==> src/rtl/fifo_pkg.sv <==
// Shared types and constants for the fifo block and its stream reader.
// Holds the data-width default, the read-buffer depth and the occupancy type.
package fifo_pkg;

  localparam int RBUF_DEPTH = 3;
  localparam int DWIDTH_DEF = 4;

  typedef logic [1:0] occ_t;

  // Circular index advance modulo RBUF_DEPTH.
  function automatic logic [1:0] idx_inc(input logic [1:0] idx);
    return (idx == 2'(RBUF_DEPTH - 1)) ? 2'd0 : idx + 2'd1;
  endfunction

endpackage

==> src/rtl/fifo_rd_buf.sv <==
// Three-entry circular holding buffer with push/pop and occupancy.
// Head word is presented combinationally from registered storage.
module fifo_rd_buf
  import fifo_pkg::*;
#(
  parameter int DWIDTH = DWIDTH_DEF
) (
  input  logic              clk,
  input  logic              rst,
  input  logic              push,
  input  logic [DWIDTH-1:0] push_data,
  input  logic              pop,
  output occ_t              occ,
  output logic              valid,
  output logic [DWIDTH-1:0] head_data
);

  logic [DWIDTH-1:0] mem [RBUF_DEPTH];
  logic [1:0]        head;
  logic [1:0]        tail;
  logic              pop_ok;

  assign valid     = (occ != 2'd0);
  assign head_data = mem[head];
  assign pop_ok    = pop && valid;

  always_ff @(posedge clk) begin
    if (rst) begin
      head <= 2'd0;
      tail <= 2'd0;
      occ  <= 2'd0;
    end else begin
      if (push) begin
        mem[tail] <= push_data;
        tail      <= idx_inc(tail);
      end
      if (pop_ok) head <= idx_inc(head);
      occ <= occ + {1'b0, push} - {1'b0, pop_ok};
    end
  end

  always @(posedge clk) begin
    if (!rst) begin
      assert (!(push && occ == 2'd3));
      assert (head != 2'd3 && tail != 2'd3);
    end
  end

endmodule

==> src/rtl/fifo_stream_reader.sv <==
// Drains a fifo read port onto a valid/ready stream at one word per cycle.
// Reads are credit-limited so occupancy plus the in-flight read never exceeds the buffer.
module fifo_stream_reader
  import fifo_pkg::*;
#(
  parameter int DWIDTH = DWIDTH_DEF,
  parameter int CWIDTH = 16
) (
  input  logic              clk,
  input  logic              rst,
  input  logic              enable,
  input  logic              fifo_empty,
  output logic              fifo_rd_en,
  input  logic [DWIDTH-1:0] fifo_rdata,
  output logic              m_valid,
  input  logic              m_ready,
  output logic [DWIDTH-1:0] m_data,
  output logic [CWIDTH-1:0] word_cnt
);

  occ_t       occ;
  logic       inflight;
  logic       pop;
  logic [2:0] credit;

  assign credit     = {1'b0, occ} + {2'b00, inflight};
  // No dependence on m_ready: issue is decided purely from held plus in-flight words.
  assign fifo_rd_en = !rst && enable && !fifo_empty && (credit <= 3'd2);
  assign pop        = m_valid && m_ready;

  always_ff @(posedge clk) begin
    if (rst) begin
      inflight <= 1'b0;
      word_cnt <= '0;
    end else begin
      inflight <= fifo_rd_en;
      if (pop) word_cnt <= word_cnt + 1'b1;
    end
  end

  fifo_rd_buf #(.DWIDTH(DWIDTH)) u_buf (
    .clk       (clk),
    .rst       (rst),
    .push      (inflight),
    .push_data (fifo_rdata),
    .pop       (pop),
    .occ       (occ),
    .valid     (m_valid),
    .head_data (m_data)
  );

endmodule

==> config.mk <==
export PLATFORM = sky130hd
export DESIGN_NAME = fifo_stream_reader
export DESIGN_NICKNAME = d
export VERILOG_FILES = /design/src/rtl/fifo_pkg.sv /design/src/rtl/fifo_rd_buf.sv /design/src/rtl/fifo_stream_reader.sv
export SDC_FILE = /design/constraint.sdc
export NUM_CORES = 1
export LEC_CHECK = 0
export ABC_AREA = 1
export BUFFER_PORTS_ARGS = -buffer_cell sky130_fd_sc_hd__buf_2
export CAP_MARGIN = 30
export CORE_MARGIN = 2
export CORE_UTILIZATION = 49
export DETAILED_ROUTE_END_ITERATION = 8
export PLACE_DENSITY = 0.82
export SKIP_LAST_GASP = 1
export SLEW_MARGIN = 20
export SYNTH_ARGS = -nofsm -noshare
export SYNTH_HDL_FRONTEND = slang
export SYNTH_SLANG_ARGS = --single-unit
==> constraint.sdc <==
create_clock -name clk -period 1.4 [get_ports clk]
set_input_delay 0.21 -clock clk [delete_from_list [all_inputs] [get_ports clk]]
set_output_delay 0.21 -clock clk [all_outputs]
set_load 0.05 [all_outputs]
==> impl_metrics.toml, run 1 <==
[outcome]
status = "finished, violations left"
violations = "setup timing"

[global_routing]
antenna_found_initial = 0
grt_overflow_total = 0
grt_pass1_vias = 1238
grt_usage = 0.1857
grt_max_degree = 20
grt_pass1_wl_mm = 5.561

[worst_setup_path]
critPathCaptureType = "output port"
arrival_ns = 1.64
regToRegStartpoint = "u_buf.occ[0]$_SDFF_PP0_"
cp-startpoint = "u_buf.occ[0]$_SDFF_PP0_"
startpoint_type = "register"
cp-endpoint = "fifo_rd_en"
rrSetupSlack_ns = 0.09
worst-endpoint-required_ns = 1.19
reg2regPathDepth = 9
worst-setup-path-type = "reg2out"
r2r-end = "word_cnt[15]$_SDFFE_PP0P_"
cp_max_fo = 2

[synth]
synth.area.top_cells = "dfxtp_1, edfxtp_1, nand2_1"
synth_top_area_cell = "dfxtp_1"
syn-cell-area_um2 = 1657
synth_edf_count = 12
post-synth-top-count-cell = "nand2_1"
synthCells = 197
synth_common_cells = "nand2_1, inv_1, nor2_1, dfxtp_1, a21oi_1"
yosysTopAreaCellShare = 0.3021
yosysUniqueCellTypes = 23
synth_ff_type = "dfxtp_1"
syn_avg_cell_area_um2 = 8.409
synthArstFlopShare = 0
synth.net_count = 211
synth-seq-area-share = 0.5196
ys_ff_latch = 37
yosys_warnings = 0

[cts]
tritoncts = "done"
ctsHoldBuffers = 0
htreeDepth = 2
clock_latency_ns = 0.35
clock_sinks = 37
numCtsBuffers = 5
cts_root_buf = "clkbuf_4"
path_clk_slew_ns = 0.12
clock_path_buffers = 2

[route]
antenna_left = 0
wire_per_inst_um = 11.67
viasPerCell = 4.897
wirelength_mm = 3.396
route.detailed.drc = 0
dr_total_vias = 1425
drtIter0Drc = 31
firstDrtPassIters = 4

[floorplanning]
start_util = 0.5044
rows = 21
dieArea_um2 = 3862
fp.dieW_um = 62.15
die-height_um = 62.15
coreArea_um2 = 3284
boundaryPins = 31

[cells_and_area]
drive_gt1_frac = 0.4204
area_growth_pct = 34.59
antennaDiodeCount = 0
layout.nets = 258

[job]
maxCapViolCount = 0

[sta]
finalCritPeriodShare = 1.324
max_freq_mhz = 539.6
fin_skew_ns = 0.008144
setup-tns-final_ns = -0.4532
finalSetupViolCount = 1
slew_headroom = 0.8135
hold_viol_final = 0
post-route-worst-setup-slack_ns = -0.4532
grt_setup_unrepaired = "yes"
slew_viol_final = 0
min_period_ns = 1.853
tightest_slew_ns = 0.2768

[pwr]
power.leakage_nw = 0.9480
p_per_area_nw_per_um2 = 968.9
total_power_mw = 2.160
ir_worst_vdd_v = 0.0006403

[placement]
gp_congestion = 0.8037
port_buffers = 30
place_hpwl_mm = 2.348

[hold_path]
hp-class = "in2reg"
min_from = "fifo_rdata[0]"
hold_depth = 1
[placed cells by master, fill, tap and decap left out, types with 10 or more instances in the layout]
cell,instances
nand3_1,11
nor2_1,22
a21oi_1,15
dfxtp_2,11
edfxtp_1,12
buf_4,11
buf_2,24
nand2_1,30
inv_1,22
dfxtp_1,10
[where the power goes]
group | leakage [nW] | total [mW] | switching (mW) | internal [mW]
combinational | 0.588 | 0.256 | 0.154 | 0.102
sequential | 0.319 | 1.14 | 0.0192 | 1.12
clock | 0.0414 | 0.764 | 0.386 | 0.378
[cell families after synthesis]
| logic type | Yosys count | share of synthesized area |
|---|---|---|
| buffers and inverters | 30 | 0.07402 |
| DFF | 37 | 0.5196 |
| and+or+nand+nor | 85 | 0.2258 |
| AOI/OAI and AO/OA | 40 | 0.1428 |
| adders and majority gates | 5 | 0.03776 |
[sequential cells by signal (all words and copies together) (netlist names), named ones only]
register	flops
u_buf.tail	2
inflight	1
word_cnt	16
u_buf.occ	2
u_buf.mem	12
u_buf.head	2
[per-layer routing]
layer	up-vias	GRT usage	wire [µm]
met1	646	0.2272	1501
li1	746	-	-
met3	5	0.06159	141
met5	-	0	0
met4	0	0.08611	63
met2	28	0.2976	1690
[through the flow]
stage | setup WS [ns] | std cells | area, µm² | utilization | hold slack (ns)
final | -0.4532 | 291 | 2230 | 0.6789 | 0.05191
after global routing | -0.5550 | 291 | 2230 | 0.6789 | 0.01870
after CTS | -0.4613 | 289 | 2138 | 0.6510 | 0.04747
after detailed placement | -0.1986 | 281 | 1992 | 0.6065 | 0.4138
after global placement | -0.1769 | 281 | 1992 | 0.6065 | 0.4131
after floorplan | -0.04646 | 197 | 1723 | - | 0.2738
[how the worst min path moves through the flow]
stage | to | slack [ns]
6_report | u_buf.mem[0][0]$_DFFE_PP_ | 0.05
5_1_grt | u_buf.mem[2][0]$_DFFE_PP_ | 0.02
4_1_cts | u_buf.mem[0][0]$_DFFE_PP_ | 0.05
3_5_place_dp | u_buf.mem[0][0]$_DFFE_PP_ | 0.41
3_3_place_gp | u_buf.mem[2][0]$_DFFE_PP_ | 0.41
2_1_floorplan | u_buf.occ[0]$_SDFF_PP0_ | 0.27
[critical path: stages, from the launching register on]
cell and delay, ns:
dfxtp_2 0.37, ha_4 0.14, inv_2 0.04, ha_4 0.24, nor3b_4 0.19, o211a_4 0.18
buf_8 0.14
[cell type report]
| type | instances | area, µm² |
|---|---|---|
| flip-flops and latches | 37 | 889.6 |
| well taps | 46 | 57.56 |
| repair buffers | 43 | 300.3 |
| clock buffers | 5 | 37.54 |
| multi-input cells | 130 | 789.5 |
| clock inverters | 3 | 46.29 |
| inverters | 27 | 108.9 |
| fillers | 271 | 1055 |
[what timing repair did]
action,CTS,global route
pin swaps,5,9
resized for setup,23,26
endpoints found under the setup margin,8,19
buffers inserted,0,2
Power figures use the tool's default switching activity.
==> inputs of run 2 (changes only) <==
--- a/config.mk
+++ b/config.mk
@@ -11,7 +11,8 @@
 export CORE_MARGIN = 2
 export CORE_UTILIZATION = 49
 export DETAILED_ROUTE_END_ITERATION = 8
-export PLACE_DENSITY = 0.82
+export PLACE_DENSITY = 0.73
+export RECOVER_POWER = 100
 export SKIP_LAST_GASP = 1
 export SLEW_MARGIN = 20
 export SYNTH_ARGS = -nofsm -noshare
==> run 2 against run 1 <==
Effect of this change:
- the run still ends with setup timing left
- total power is 0.39% higher
- clock-buffer cell count is 1 higher
- core utilization is 1.3 points lower
- global-route usage is 0.11 points lower
- sequential share of layout area is 0.64 points higher
- worst setup slack better by 0.0074 ns
- clock power is 2% higher
- critical endpoint unchanged
- largest power group unchanged
==> impl_metrics.toml, run 2 (synthesized netlist as in run 1, its figures left out) <==
[cts]
clock_latency_ns = 0.34
cts_root_buf = "clkbuf_4"
clock_sinks = 37
htreeDepth = 2
path_clk_slew_ns = 0.12
ctsHoldBuffers = 0
numCtsBuffers = 5
clock_path_buffers = 2
tritoncts = "done"

[worst_setup_path]
critPathCaptureType = "output port"
startpoint_type = "register"
cp_max_fo = 2
crit_top_cell = "ha_4"
worst-setup-path-type = "reg2out"
worst-endpoint-required_ns = 1.19
critPathSlowestCell = "dfxtp_2"
cpPeakStageDelay_ns = 0.37
path_cells = "ha_4 > inv_2 > ha_4 > nor3b_4 > o211a_4 > buf_8"
arrival_ns = 1.64

[floorplanning]
coreArea_um2 = 3284
fp.dieW_um = 62.15
start_util = 0.5044
boundaryPins = 31
die-height_um = 62.15
rows = 21
dieArea_um2 = 3862

[placement]
place_area_um2 = 1984
port_buffers = 30
place_hpwl_mm = 2.301
pre_cts_ws_ns = -0.1921
gp_congestion = 0.7632

[global_routing]
antenna_found_initial = 0
grt_usage = 0.1846
grt_max_degree = 20
grt_pass1_wl_mm = 5.789
grt_overflow_total = 0
grt_pass1_vias = 1360

[outcome]
status = "finished, violations left"
violations = "setup timing"

[sta]
setup-tns-final_ns = -1.073
max_freq_mhz = 541.8
hold_viol_final = 0
grt_setup_unrepaired = "yes"
min_period_ns = 1.846
post-route-worst-setup-slack_ns = -0.4458
slew_headroom = 0.7415
finalSetupViolCount = 11
finalCritPeriodShare = 1.318
tightest_slew_ns = 0.3864
slew_viol_final = 0
fin_skew_ns = 0.01095

[hold_path]
hp-class = "in2reg"

[cells_and_area]
seq_area_um2 = 887.1
final_cell_mix = "nand2_1, nor2_1, inv_1"
regMostFlops = "word_cnt"
drive_gt1_frac = 0.3618
layout.nets = 259
antennaDiodeCount = 0
final_area_um2 = 2188
multi_input_area_um2 = 765.7
final_common_cell = "nand2_1"
largest_reg_flops = 16
final_core_utilization = 0.6663
largest_registers = "word_cnt (16), u_buf.mem (12)"
num-fill-cells = 293
area_growth_pct = 32.10

[pwr]
power.leakage_nw = 0.9241
p_per_area_nw_per_um2 = 990.9
ir_worst_vdd_v = 0.0007812

[route]
route.detailed.drc = 0
wire_per_inst_um = 11.54
dr_total_vias = 1473
drtIter0Drc = 40
viasPerCell = 5.045
wirelength_mm = 3.369
firstDrtPassIters = 4
antenna_left = 0

[job]
maxCapViolCount = 0
==> run 2: changes by cell type in the layout (fill, tap and decap cells not counted), moves of 2 or more <==
cell and delta:
nor2_1 +5, clkbuf_4 +2, clkbuf_1 +6, buf_2 -20, buf_4 -4, clkbuf_2 +18, nor2_2 -4
==> run 2: timing repair <==
action / in CTS / in global routing
pin swaps: 4 / 7
setup buffers: 0 / 4
endpoints found under the setup margin: 13 / 15
gates resized for setup: 20 / 21
==> run 2: final timing paths <==
kind	start	endpoint	slack (ns)	cells after the start
hold / removal	fifo_rdata[3]	u_buf.mem[2][3]$_DFFE_PP_	0.1	1
setup reg to reg	u_buf.occ[0]$_SDFF_PP0_	word_cnt[15]$_SDFFE_PP0P_	-0.10	9
setup / recovery	u_buf.occ[0]$_SDFF_PP0_	fifo_rd_en	-0.45	6
hold reg to reg	word_cnt[3]$_SDFFE_PP0P_	word_cnt[3]$_SDFFE_PP0P_	0.46	1
==> run 2: layout make-up <==
| type | instances | area share |
|---|---|---|
| flip-flops and latches | 37 | 0.4054 |
| multi-input cells | 130 | 0.3499 |
| repair buffers | 44 | 0.1292 |
| inverters | 27 | 0.04860 |
| well taps | 46 | 0.02630 |
| clock buffers | 6 | 0.02344 |
| clock inverters | 2 | 0.01715 |
==> run 2: power breakdown <==
group / internal, mW / total, mW / switching (mW)
logic: 0.0959 / 0.244 / 0.149
clock network: 0.425 / 0.783 / 0.358
registers: 1.12 / 1.14 / 0.0191
==> run 2: critical path, delay by kind of cell (launching register included) <==
| kind | cells | cell delay, ns |
|---|---|---|
| AOI/OAI and AO/OA | 1 | 0.18 |
| buffers and inverters | 2 | 0.18 |
| adders and majority gates | 2 | 0.38 |
| DFF | 1 | 0.37 |
| and+or+nand+nor | 1 | 0.19 |
==> run 2: per-layer routing <==
metal  share of wire  GRT usage
met4           0.010    0.05833
met1            0.43     0.2321
met2            0.51     0.3193
met3           0.044    0.03804
met5               0          0
==> run 2: metrics by stage <==
stage	std cells	hold slack, ns	total power [mW]
4_1_cts	288	0.05868	2.172
3_3_place_gp	280	0.4238	1.371
6_report	292	0.09573	2.169
3_5_place_dp	280	0.4178	1.374
5_1_grt	292	0.09033	2.266
2_1_floorplan	197	0.2738	1.312
==> inputs of run 3 (changes only) <==
--- a/config.mk
+++ b/config.mk
@@ -5,13 +5,12 @@
 export SDC_FILE = /design/constraint.sdc
 export NUM_CORES = 1
 export LEC_CHECK = 0
-export ABC_AREA = 1
 export BUFFER_PORTS_ARGS = -buffer_cell sky130_fd_sc_hd__buf_2
 export CAP_MARGIN = 30
 export CORE_MARGIN = 2
-export CORE_UTILIZATION = 49
+export CORE_UTILIZATION = 48
 export DETAILED_ROUTE_END_ITERATION = 8
-export PLACE_DENSITY = 0.73
+export PLACE_DENSITY = 0.72
 export RECOVER_POWER = 100
 export SKIP_LAST_GASP = 1
 export SLEW_MARGIN = 20
==> run 3 against run 2 <==
Effect of this change:
- the flow still finishes with violations (setup timing)
- die area shrank 1.3%
- highest routed layer unchanged
- clock power shrank 29%
- routed wire length shrank 7.1%
- area after synthesis is 3.4% lower
- combinational power is 45% lower
- worst setup slack improved by 0.024 ns
- sequential cell count is the same
- critical path depth is the same
- largest power group unchanged
==> impl_metrics.toml, run 3 <==
[cts]
htreeDepth = 2
cts_root_buf = "clkbuf_4"
numCtsBuffers = 5
clock_latency_ns = 0.33
tritoncts = "done"
clock_sinks = 37
path_clk_slew_ns = 0.10
clock_path_buffers = 2

[placement]
place_hpwl_mm = 2.229
place_area_um2 = 2013
port_buffers = 30
placed_cells = 234
gp_congestion = 0.7205
pre_cts_ws_ns = -0.1838

[global_routing]
grt_pass1_vias = 1202
grt.busiest_layer = "met2"
grt_pass1_wl_mm = 5.147
antenna_found_initial = 0
use_met3 = 0.05590
grt_overflow_total = 0
grt_usage = 0.1917
met2_usage = 0.3233
grt_max_degree = 17
met1_usage = 0.2244

[cells_and_area]
final_area_um2 = 2158
layout.nets = 212
antennaDiodeCount = 0
regMostFlops = "word_cnt"
num-fill-cells = 251
largest_reg_flops = 16
multi_input_area_um2 = 828.3
final_cell_count_no_fill = 242
seq_area_um2 = 919.6
largest_registers = "word_cnt (16), u_buf.mem (12)"
final_common_cell = "nor2_1"
final_cell_mix = "nor2_1, clkbuf_2, dfxtp_4"
area_growth_pct = 34.87
drive_gt1_frac = 0.4545
final_core_utilization = 0.6956

[route]
antenna_left = 0
drtIter0Drc = 63
wire_per_inst_um = 12.93
firstDrtPassIters = 4
route.detailed.drc = 0
dr_total_vias = 1275
wirelength_mm = 3.129
viasPerCell = 5.269

[synth]
synth-seq-area-share = 0.5379
ys_ff_latch = 37
post-synth-top-count-cell = "dfxtp_1"
yosysUniqueCellTypes = 32
synth.net_count = 167
synth_ff_type = "dfxtp_1"
synth.area.top_cells = "dfxtp_1, edfxtp_1, nor2_1"
yosysTopAreaCellShare = 0.3127
syn-cell-area_um2 = 1600
synth_common_cells = "dfxtp_1, nor2_1, edfxtp_1, nand2_1, a21oi_1"
syn_avg_cell_area_um2 = 10.46
synth_top_area_cell = "dfxtp_1"
synthArstFlopShare = 0
synth_edf_count = 12
synthCells = 153
yosys_warnings = 0

[sta]
min_period_ns = 1.822
post-route-worst-setup-slack_ns = -0.4215
finalCritPeriodShare = 1.301
slew_headroom = 0.8205
max_freq_mhz = 549.0
tightest_slew_ns = 0.2656
fin_skew_ns = 0.006365
grt_setup_unrepaired = "yes"
hold_viol_final = 0
slew_viol_final = 0
finalSetupViolCount = 14

[floorplanning]
dieArea_um2 = 3812
start_util = 0.5157
coreArea_um2 = 3103
boundaryPins = 31
rows = 20
die-height_um = 61.74
fp.dieW_um = 61.74

[worst_setup_path]
arrival_ns = 1.61
regToRegStartpoint = "u_buf.occ[1]$_SDFF_PP0_"
cpPeakStageDelay_ns = 0.37
cp-startpoint = "u_buf.occ[0]$_SDFF_PP0_"
path_cells = "ha_4 > ha_2 > nor2_2 > a21oi_2 > nor4b_4 > buf_6"
worst-setup-path-type = "reg2out"
startpoint_type = "register"
reg2regPathDepth = 6
cp_max_fo = 2
cp-endpoint = "fifo_rd_en"
rrSetupSlack_ns = -0.10
critPathSlowestCell = "dfxtp_4"
worst-endpoint-required_ns = 1.19
r2r-end = "word_cnt[13]$_SDFFE_PP0P_"
critPathCaptureType = "output port"

[outcome]
status = "finished, violations left"
violations = "setup timing"

[pwr]
pwr-share-clk = 0.311
ir_worst_vdd_v = 0.0005809
p_per_area_nw_per_um2 = 831.6
swShare = 0.2291
p_comb_frac = 0.074
power.leakage_nw = 0.8228
p_switching_mw = 0.4113
internal-power_mw = 1.384
total_power_mw = 1.795
seq_power_share = 0.615

[job]
maxCapViolCount = 0

[hold_path]
hp-class = "in2reg"
## run 3: cells by family after synthesis
group                      synth area share
AOI/OAI and AO/OA                   0.07193
xor gates and xnor gates            0.06020
adders and majority gates           0.03909
buffers and inverters               0.02111
DFF                                  0.5379
muxes                               0.05160
and+or+nand+nor                      0.2181
## run 3: area by class of cell
| class | instances | share of cell area |
|---|---|---|
| clock buffers | 7 | 0.02551 |
| inverters | 4 | 0.006957 |
| multi-input cells | 107 | 0.3838 |
| flip-flops and latches | 37 | 0.4261 |
| well taps | 44 | 0.02551 |
| repair buffers | 43 | 0.1322 |
## run 3: worst max-delay path: cells and delay by family (launching register included)
kind	cells	cell delay, ns
compound gates	1	0.08
buf+inv	1	0.19
fa+ha+maj	2	0.33
simple gates	2	0.32
flops	1	0.37
## run 3: worst min path at each step
stage                  startpoint                        end  cells past startpoint  slack [ns]
floorplan              fifo_empty        inflight$_SDFF_PP0_                      1        0.28
global placement    fifo_rdata[3]  u_buf.mem[1][3]$_DFFE_PP_                      1        0.41
detailed placement  fifo_rdata[3]  u_buf.mem[1][3]$_DFFE_PP_                      1        0.42
CTS                    fifo_empty        inflight$_SDFF_PP0_                      2        0.06
global route           fifo_empty        inflight$_SDFF_PP0_                      2        0.08
finish                 fifo_empty        inflight$_SDFF_PP0_                      2        0.08
## run 3: power groups by stage
stage	registers (mW)	logic (mW)	clock network, mW
floorplan	1.13	0.0737	0
global placement	1.13	0.118	0
detailed placement	1.13	0.121	0
CTS	1.10	0.135	0.575
global route	1.11	0.145	0.625
finish	1.10	0.134	0.558
## run 3: metal layers
metal	share of wire	vias to the layer above
li1	-	633
met4	0.021	0
met3	0.046	4
met5	0	-
met1	0.42	609
met2	0.51	29
## run 3: stage by stage
stage | hold slack [ns] | TNS, ns
2_1_floorplan | 0.2794 | -0.3497
3_3_place_gp | 0.4072 | -0.1778
3_5_place_dp | 0.4163 | -0.2818
4_1_cts | 0.05939 | -0.5504
5_1_grt | 0.07721 | -3.648
6_report | 0.07820 | -0.9077
## run 3: repair_timing
| action | 4_1_cts | 5_1_grt |
|---|---|---|
| gates resized for setup | 19 | 8 |
| hold endpoints to repair | 0 | 0 |
| buffers inserted | 1 | 1 |
| cloned | 0 | 0 |
| hold buffers | 0 | 0 |
| endpoints found under the setup margin | 9 | 11 |
| pin swaps | 5 | 6 |
